### src/rtl/fetch_stage.sv
// IF stage: owns the PC, drives the imem request port and the IF/ID register.
// Ports: clock/reset_n, hazard stall (PCWrite, IFIDWrite), branch redirect
// (BranchAddr, brunch_taken, brunch_control), imem req/addr/ready/rdata,
// IF/ID outputs (IDinst, IDpc_plus_4), fetch_busy while not in FETCH.
module fetch_stage #(
    parameter logic [31:0] RESET_PC = 32'h0000_0000,
    parameter logic [31:0] NOP_INST = 32'h0000_0000
) (
    input  logic        clock,
    input  logic        reset_n,
    input  logic        PCWrite,
    input  logic        IFIDWrite,
    input  logic [31:0] BranchAddr,
    input  logic        brunch_taken,
    input  logic        brunch_control,
    output logic        imem_req,
    output logic [31:0] imem_addr,
    input  logic        imem_ready,
    input  logic [31:0] imem_rdata,
    output logic [31:0] IDinst,
    output logic [31:0] IDpc_plus_4,
    output logic        fetch_busy
);

    typedef enum logic [1:0] {
        FETCH = 2'd0,
        HOLD  = 2'd1,
        DRAIN = 2'd2
    } state_t;

    state_t      state;
    state_t      state_nx;

    logic [31:0] pc;
    logic [31:0] pc_nx;
    logic [31:0] pc_inc;
    logic [31:0] inst_nx;
    logic [31:0] pc4_nx;
    logic [31:0] buf_q;
    logic [31:0] buf_nx;
    logic [31:0] tgt_q;
    logic [31:0] tgt_nx;
    logic        redirect;
    logic        advance;

    assign redirect  = brunch_control & brunch_taken;
    assign advance   = PCWrite & IFIDWrite;
    assign pc_inc    = pc + 32'd4;
    assign imem_addr = pc;

    always_ff @(posedge clock) begin
        if (!reset_n) begin
            state <= FETCH;
        end else begin
            state <= state_nx;
        end
    end

    always_comb begin
        state_nx = state;
        unique case (state)
            FETCH: begin
                if (imem_ready) begin
                    if (!redirect && !advance) begin
                        state_nx = HOLD;
                    end
                end else if (redirect) begin
                    state_nx = DRAIN;
                end
            end
            HOLD: begin
                if (redirect || advance) begin
                    state_nx = FETCH;
                end
            end
            DRAIN: begin
                if (imem_ready) begin
                    state_nx = FETCH;
                end
            end
            default: state_nx = FETCH;
        endcase
    end

    always_comb begin
        imem_req   = reset_n && (state != HOLD);
        fetch_busy = (state != FETCH);
    end

    // PC is frozen in HOLD, so the buffered instruction's PC+4 is
    // simply pc_inc when it is finally released; only rdata is kept.
    always_comb begin
        pc_nx   = pc;
        inst_nx = IDinst;
        pc4_nx  = IDpc_plus_4;
        buf_nx  = buf_q;
        tgt_nx  = tgt_q;
        unique case (state)
            FETCH: begin
                if (imem_ready) begin
                    if (redirect) begin
                        pc_nx   = BranchAddr;
                        inst_nx = NOP_INST;
                    end else if (advance) begin
                        inst_nx = imem_rdata;
                        pc4_nx  = pc_inc;
                        pc_nx   = pc_inc;
                    end else begin
                        buf_nx  = imem_rdata;
                    end
                end else if (redirect) begin
                    // Address must stay put until the
                    // in-flight fetch completes.
                    tgt_nx  = BranchAddr;
                    inst_nx = NOP_INST;
                end else if (IFIDWrite) begin
                    inst_nx = NOP_INST;
                end
            end
            HOLD: begin
                if (redirect) begin
                    pc_nx   = BranchAddr;
                    inst_nx = NOP_INST;
                end else if (advance) begin
                    inst_nx = buf_q;
                    pc4_nx  = pc_inc;
                    pc_nx   = pc_inc;
                end
            end
            DRAIN: begin
                if (redirect || IFIDWrite) begin
                    inst_nx = NOP_INST;
                end
                if (redirect) begin
                    tgt_nx = BranchAddr;
                end
                if (imem_ready) begin
                    pc_nx = redirect ? BranchAddr : tgt_q;
                end
            end
            default: begin
                pc_nx = pc;
            end
        endcase
    end

    always_ff @(posedge clock) begin
        if (!reset_n) begin
            pc          <= RESET_PC;
            IDinst      <= NOP_INST;
            IDpc_plus_4 <= 32'd0;
            buf_q       <= 32'd0;
            tgt_q       <= 32'd0;
        end else begin
            pc          <= pc_nx;
            IDinst      <= inst_nx;
            IDpc_plus_4 <= pc4_nx;
            buf_q       <= buf_nx;
            tgt_q       <= tgt_nx;
        end
    end

endmodule

### config.mk
export PLATFORM = sky130hd
export DESIGN_NAME = fetch_stage
export DESIGN_NICKNAME = d
export VERILOG_FILES = /design/src/rtl/fetch_stage.sv
export SDC_FILE = /design/constraint.sdc
export NUM_CORES = 1
export LEC_CHECK = 0
export BUFFER_PORTS_ARGS = -buffer_cell sky130_fd_sc_hd__buf_2
export CORE_UTILIZATION = 49
export CTS_BUF_LIST = sky130_fd_sc_hd__clkbuf_16
export DETAILED_ROUTE_END_ITERATION = 7
export GPL_TIMING_DRIVEN = 0
export PLACE_DENSITY_LB_ADDON = 0.05
export SYNTH_ARGS = -nofsm -noshare
export SYNTH_HDL_FRONTEND = slang
export SYNTH_SLANG_ARGS = --single-unit
### constraint.sdc
create_clock -name clock -period 2.3 [get_ports clock]
set_input_delay 0.46 -clock clock [delete_from_list [all_inputs] [get_ports clock]]
set_output_delay 0.46 -clock clock [all_outputs]
set_load 0.005 [all_outputs]
# Word-level counts from Yosys, hierarchy flattened
# Index checks and enable logic that the tools add are counted.
[totals] ff_bits=162 inputBits=71 out_inout_bits=98 elab_cells=68
[op_classes] n_addsub=1 eq_ne=13 n_mux=27 n_bitwise=4 n_reduce_logical=17
[op_table] op="32-bit two-way mux" count=17
[op_table] op="32-bit one-hot mux with 3 select lines" count=2
[op_table] op="32-bit one-hot mux with 2 select lines" count=2
[op_table] op="32-bit by 3-bit adder with 32-bit output (second input constant)" count=1
[op_table] op="2-bit two-way mux" count=5
[op_table] op="2-bit != test (second input constant)" count=5
[op_table] op="3-bit != test (second input constant)" count=3
[op_table] op="4-bit != test (second input constant)" count=2
[op_table] op="4-bit AND reduction" count=2
[op_table] op="2-bit one-hot mux with 3 select lines" count=1
[op_table] op="2-bit nonzero test" count=3
[op_table] op="5-bit AND reduction" count=1
[op_table] op="2-bit AND reduction" count=2
[op_table] op="3-bit AND reduction" count=1
[op_table] op="3-bit nonzero test" count=1
[op_table] op="1-bit AND" count=2
[op_table] op="2-bit by 1-bit == test with 1-bit output (second input constant)" count=1
[op_table] op="2-bit == test (second input constant)" count=1
[op_table] op="1-bit logical AND" count=2
[op_table] op="1-bit logical NOT" count=2
[op_table] op="2-bit logical NOT" count=1
[op_table] op="1-bit logical OR" count=2
[op_table] op="2-bit by 1-bit != test with 1-bit output (second input constant)" count=1
[op_table] op="1-bit NOT" count=2

# Logic depth before layout (Yosys ltp)
# Gate-level depths: netlist (run 1).
[logic_depth] ltp_word=6 mapped_depth=9 mapped_depth_nobuf=7

# Worst setup path after synthesis (run 1)
# No wires, ideal clock.
[synth_path] path_type="flip-flop to flip-flop" start="reg pc[2], in the netlist imem_addr[2]" end="reg pc[24], in the netlist imem_addr[24]" setup_time_ps=75 t_arrival_ps=2423 t_required_ps=2225 slack_ps=-199 path_stages_with_launch=8 path_buffers=1 period_less_slack_ps=2499 cell_sequence="dfxtp_1 ha_1 nand3_2 or4_1 buf_2 or4_4 o311a_1 o22ai_1"
[synth_between] elab_chain_cells=5
[synth_lines] element="start: declaration" line_no="34" source="logic [31:0] pc;"
[synth_lines] element="start signal: assignment" line_no="155" source="pc <= pc_nx;"
[synth_lines] element="32-bit by 3-bit adder with 32-bit output *" line_no="48" source="assign pc_inc = pc + 32'd4;"
[synth_lines] element="32-bit two-way mux *" line_no="104, 124"
[synth_lines] element="32-bit two-way mux *" line_no="101" source="if (redirect) begin"
[synth_lines] element="32-bit two-way mux" line_no="100" source="if (imem_ready) begin"
[synth_lines] element="32-bit one-hot mux with 3 select lines *" line_no="98" source="unique case (state)"
# Mark *: on every way between the ends. The rest lies on a longest branch, timed or not. The select of a mux whose other input is x is not followed.
# A chain may end at the register's enable or synchronous reset.

# Worst setup path after layout (run 1)
[layout_path] start="reg pc[13], in the netlist imem_addr[13]" end="reg pc[24], in the netlist imem_addr[24]"
# Same word-level chain as after synthesis.

==> flow_summary.ini, run 1 <==
[status]
outcome = finished clean

[worst_setup_path]
cp_max_fo = 7
reg2reg_to = imem_addr[24]$_SDFFE_PN0P_
cp-start-kind = flip-flop
r2r-start = imem_addr[13]$_SDFFE_PN0P_
r2r_slack_ns = 0.07
worstSetupEndpointType = flip-flop
crit_type = flip-flop to flip-flop
cp_data_arrival_time_ns = 2.58
reg2reg_depth = 6
crit_required_ns = 2.66

[layout]
fin_area_mm2 = 0.009746
syn_to_final_growth_pct = 25.02
nNetsFinal = 1243
n_fill_cell = 1466
finish.utilization_pct = 63.40
drive_gt1_share_pct = 22.94
layout.cells.non_filler = 1390

[synthesis]
synthTopCellsByCount = 224 x nand2_1, 162 x dfxtp_1, 109 x a21boi_0, 75 x clkbuf_1, 62 x nand3_1
synth_top_area_share_pct = 41.61
synthesis.nets = 1047
synth.distinct_cells = 57
seq_area_frac_synth_pct = 41.61
syn_area_mm2 = 0.007795
synthTopCellsByArea = dfxtp_1 42%, nand2_1 11%, a21boi_0 10%, nand3_1 4.0%, clkbuf_1 3.6%
synth_area_leader_cell = dfxtp_1
yosysWarnings = 0
synthCells = 971
synth-main-ff-cell = dfxtp_1
async_flop_share_pct = 0
ys_seq_elements = 162
yosysMostFrequentCell = nand2_1
synth_edf_count = 0
synth.avg_cell_area_um2 = 8.028

[route]
viasPerCell = 5.563
num_vias = 7732
route.detailed.wl_per_inst_um = 17.42
drt_iter0_drc = 691
routed_wirelength_mm = 24.21
antenna_left = 0
dr.pass1.iters = 5
drc = 0

[timing]
finalCritPeriodShare_pct = 96.87
worst_slew_pin_slew_ns = 0.6975
setup-tns-final_ns = 0
fin_ws_ns = 0.07203
final_hold_viol_count = 0
period_minus_slack_ns = 2.228
setup_viol = 0
slew_headroom_pct = 53.19
max_freq_ghz = 0.4488
skew_ns = 0.01013
slew_viol_final = 0

[clock_tree]
cts_tree = yes
cts_sinks = 162
cts_root_buf = clkbuf_16
clk_path_buf_depth = 2
clk_pin_slew_ns = 0.06
htreeDepth = 4
cts_hold_buf = 0
numCtsBuffers = 17
clk_latency_ns = 0.43

[die]
dieArea_mm2 = 0.01642
io_pins = 169
die_h_um = 128.1
die_width_um = 128.1
core_mm2 = 0.01537
row_count = 45
initial_utilization_pct = 50.71

[power_and_ir_drop]
p_per_area_mw_per_mm2 = 749.8
leakagePower_nw = 3.916
vdd_drop_max_mv = 0.5448

[grt]
grt_pass1_vias = 7230
track_usage_pct = 30.45
met3_usage_pct = 6.469
top_usage_layer = met2
grt_pass1_wl_mm = 38.69
antenna_found_initial = 2
grt_util_met1_pct = 39.67
overflow = 0
use_met2_pct = 49.58
grt_max_degree = 17

[placement]
gp_congestion = 0.9070
pre_cts_slack_ns = -0.6323
dp_hpwl_mm = 17.68
placed_cells = 1350
placed_cell_area_mm2 = 0.008939
io_buffers = 168

[flow_run]
maxCapViolations = 0

[hold_path]
worstHoldEndpoint = buf_q[20]$_SDFFE_PN0P_
hold_path.class = primary input to flip-flop
min_from = imem_rdata[20]
hold_depth = 3
## critical path, cell delays in order, from the launching register on
cell	delay, ns
dfxtp_1	0.34
buf_4	0.16
nand2_2	0.11
or4_4	0.56
or4_4	0.54
o311a_1	0.31
o22ai_1	0.14
## sequential cells by signal, summed over array words and instances (netlist names)
register and cells:
IDinst 32, buf_q 32, tgt_q 32, state 2, IDpc_plus_4 32, imem_addr 32
## per-layer routing
metal,share of wire (%),vias to the layer above
met5,0,-
met4,1.7,0
met3,7.5,39
met2,47,317
met1,44,3566
li1,-,3810
## metrics by stage
stage / power, W / hold slack [ns]
2_1_floorplan: 0.003914 / 0.4383
3_3_place_gp: 0.004410 / 0.4459
3_5_place_dp: 0.004420 / 0.4525
4_1_cts: 0.007295 / 0.2762
5_1_grt: 0.007626 / 0.2877
6_report: 0.007307 / 0.2815
## placed cells by master, fill, tap and decap left out, types with 15 or more instances in the layout
master,count
clkbuf_1,53
clkbuf_2,19
o21ai_0,41
dfxtp_1,154
buf_2,170
a22o_1,32
buf_4,15
nor2_1,18
a21boi_0,109
clkbuf_16,18
a21oi_1,42
nand2_1,222
nand3_1,62
## worst max path at each step
stage / from / to / slack (ns) / depth (start not counted)
2_1_floorplan: imem_addr[2]$_SDFFE_PN0P_ / imem_addr[24]$_SDFFE_PN0P_ / 0.04 / 7
3_3_place_gp: state[0]$_SDFFE_PN0P_ / IDpc_plus_4[11]$_SDFFE_PN0P_ / -0.66 / 9
3_5_place_dp: state[0]$_SDFFE_PN0P_ / IDpc_plus_4[16]$_SDFFE_PN0P_ / -0.63 / 9
4_1_cts: state[0]$_SDFFE_PN0P_ / imem_addr[26]$_SDFFE_PN0P_ / 0.001 / 8
5_1_grt: imem_addr[12]$_SDFFE_PN0P_ / imem_addr[24]$_SDFFE_PN0P_ / -0.004 / 5
6_report: imem_addr[13]$_SDFFE_PN0P_ / imem_addr[24]$_SDFFE_PN0P_ / 0.07 / 6
## report_power, final
part / switching (W) / internal [W] / leakage [nW]
registers: 0.000135 / 0.00299 / 1.32
logic: 0.000801 / 0.000504 / 2.31
clock network: 0.00114 / 0.00174 / 0.283
## final cells by class
type                    instances  area [um^2]  area share [%]
multi-input cells             712         4294           44.06
flip-flops and latches        162         3258           33.43
repair buffers                179        923.4           9.475
clock buffers                  18        450.4           4.622
plain buffers                  84        371.6           3.813
well taps                     211        264.0           2.709
clock inverters                11        137.6           1.412
inverters                      11        41.29          0.4237
diodes                          2        5.005         0.05135
## timing repair
item / in CTS / in global routing
setup endpoints to repair: 93 / 94
resized for setup: 33 / 37
buffers inserted: 5 / 6
cloned: 0 / 0
hold endpoints to repair: 0 / 0
pin swaps: 6 / 4
## cell families after synthesis
family,share of synthesized area [%]
mux,1.541
buf+inv,4.783
compound gates,26.82
fa+ha+maj,0.8026
xor+xnor,3.034
simple gates,21.41
flops,41.61
Power figures use the tool's default switching activity.
==> inputs of run 2 (changes only) <==
--- a/config.mk
+++ b/config.mk
@@ -10,6 +10,7 @@
 export CTS_BUF_LIST = sky130_fd_sc_hd__clkbuf_16
 export DETAILED_ROUTE_END_ITERATION = 7
 export GPL_TIMING_DRIVEN = 0
+export MAX_ROUTING_LAYER = met4
 export PLACE_DENSITY_LB_ADDON = 0.05
 export SYNTH_ARGS = -nofsm -noshare
 export SYNTH_HDL_FRONTEND = slang
==> flow_summary.ini, run 2 (same netlist as run 1, synthesis figures left out) <==
[route]
drt_iter0_drc = 636
drc = 0
routed_wirelength_mm = 24.23
viasPerCell = 5.539
route.detailed.wl_per_inst_um = 17.43
num_vias = 7699
antenna_left = 0
dr.pass1.iters = 5

[grt]
overflow = 0
grt_pass1_vias = 7228
antenna_found_initial = 2
grt_pass1_wl_mm = 38.66
grt_max_degree = 17
track_usage_pct = 31.36

[worst_setup_path]
reg2reg_depth = 6
cp_data_arrival_time_ns = 2.59
crit_type = flip-flop to flip-flop
setup.worst_path.end = imem_addr[24]$_SDFFE_PN0P_
r2r_slack_ns = 0.06
r2r-start = imem_addr[13]$_SDFFE_PN0P_
crit_required_ns = 2.66
worstSetupEndpointType = flip-flop
critPathLaunch = imem_addr[13]$_SDFFE_PN0P_
cp-start-kind = flip-flop
reg2reg_to = imem_addr[24]$_SDFFE_PN0P_
cp_max_fo = 7

[timing]
setup_viol = 0
worst_slew_pin_slew_ns = 0.6990
slew_headroom_pct = 53.09
final_hold_viol_count = 0
setup-tns-final_ns = 0
fin_ws_ns = 0.06212
period_minus_slack_ns = 2.238
max_freq_ghz = 0.4469
slew_viol_final = 0
skew_ns = 0.01021
finalCritPeriodShare_pct = 97.30

[hold_path]
min_from = imem_rdata[20]
hold_path.class = primary input to flip-flop

[placement]
placed_cell_area_mm2 = 0.008939
pre_cts_slack_ns = -0.6323
gp_congestion = 0.9226
dp_hpwl_mm = 17.68
placed_cells = 1350
io_buffers = 168

[power_and_ir_drop]
p_per_area_mw_per_mm2 = 750.1
leakagePower_nw = 3.907
seq_power_share_pct = 42.7
p_switching_w = 0.002079
vdd_drop_max_mv = 0.5473
switching_share_pct = 28.42
p_comb_share_pct = 17.9
clkPwrFrac_pct = 39.4
internal-power_w = 0.005235

[layout]
drive_gt1_share_pct = 22.85
layout.cells.non_filler = 1390
syn_to_final_growth_pct = 25.07
nNetsFinal = 1243
final_common_cell = nand2_1
fin_area_mm2 = 0.009749
final_cell_mix = 222 x nand2_1, 172 x buf_2, 154 x dfxtp_1

[die]
row_count = 45
die_width_um = 128.1
initial_utilization_pct = 50.71
io_pins = 169
core_mm2 = 0.01537
dieArea_mm2 = 0.01642
die_h_um = 128.1

[clock_tree]
clk_path_buf_depth = 2
cts_tree = yes
numCtsBuffers = 17
cts_sinks = 162
htreeDepth = 4
clk_pin_slew_ns = 0.06
cts_root_buf = clkbuf_16
cts_hold_buf = 0
clk_latency_ns = 0.43

[status]
outcome = finished clean

[flow_run]
maxCapViolations = 0
run 2: power by group through the flow:
stage / logic [W] / clock network, W / registers (W)
global placement: 0.00123 / 0 / 0.00318
floorplan: 0.000745 / 0 / 0.00317
CTS: 0.00127 / 0.00290 / 0.00312
detailed placement: 0.00124 / 0 / 0.00319
finish: 0.00131 / 0.00288 / 0.00312
global route: 0.00144 / 0.00304 / 0.00314
run 2: critical path, cell delays in order (launching register included):
cell and delay, ns:
dfxtp_1 0.34, buf_4 0.16, nand2_2 0.11, or4_4 0.56, or4_4 0.54, o311a_1 0.32
o22ai_1 0.14
run 2: repair_timing:
item	4_1_cts	5_1_grt
setup buffers	5	6
resized for setup	33	37
pin swaps	6	4
setup endpoints to repair	93	94
run 2: metrics by stage:
| stage | total power [W] | hold WS (ns) | util (%) |
|---|---|---|---|
| after floorplan | 0.003914 | 0.4383 | - |
| after global placement | 0.004410 | 0.4459 | 58.15 |
| after detailed placement | 0.004420 | 0.4525 | 58.15 |
| after CTS | 0.007295 | 0.2762 | 62.69 |
| after global routing | 0.007628 | 0.2889 | 63.43 |
| final | 0.007313 | 0.2814 | 63.43 |
run 2: area by class of cell:
| cell class | instances | area [um^2] |
|---|---|---|
| clock buffers | 18 | 450.4 |
| repair buffers | 179 | 923.4 |
| well taps | 211 | 264.0 |
| diodes | 2 | 5.005 |
| fillers | 1466 | 5622 |
| multi-input cells | 712 | 4300 |
| plain buffers | 84 | 369.1 |
| flip-flops and latches | 162 | 3258 |
| inverters | 11 | 41.29 |
| clock inverters | 11 | 137.6 |
run 2: metal layers:
layer  wire length, um  track usage (%)  vias up  part of all wire (%)
met5                 0                -        -                     0
met4               441            11.70        0                   1.8
met3              1758            6.093       34                   7.3
met2             11360            49.33      311                    47
met1             10660            39.91     3551                    44
li1                  -                -     3803                     -
run 2: worst min-delay path by stage:
| stage | depth (start not counted) | to |
|---|---|---|
| 2_1_floorplan | 2 | tgt_q[5]$_SDFFE_PN0P_ |
| 3_3_place_gp | 2 | tgt_q[6]$_SDFFE_PN0P_ |
| 3_5_place_dp | 2 | tgt_q[6]$_SDFFE_PN0P_ |
| 4_1_cts | 3 | buf_q[20]$_SDFFE_PN0P_ |
| 5_1_grt | 3 | tgt_q[5]$_SDFFE_PN0P_ |
| 6_report | 3 | buf_q[20]$_SDFFE_PN0P_ |
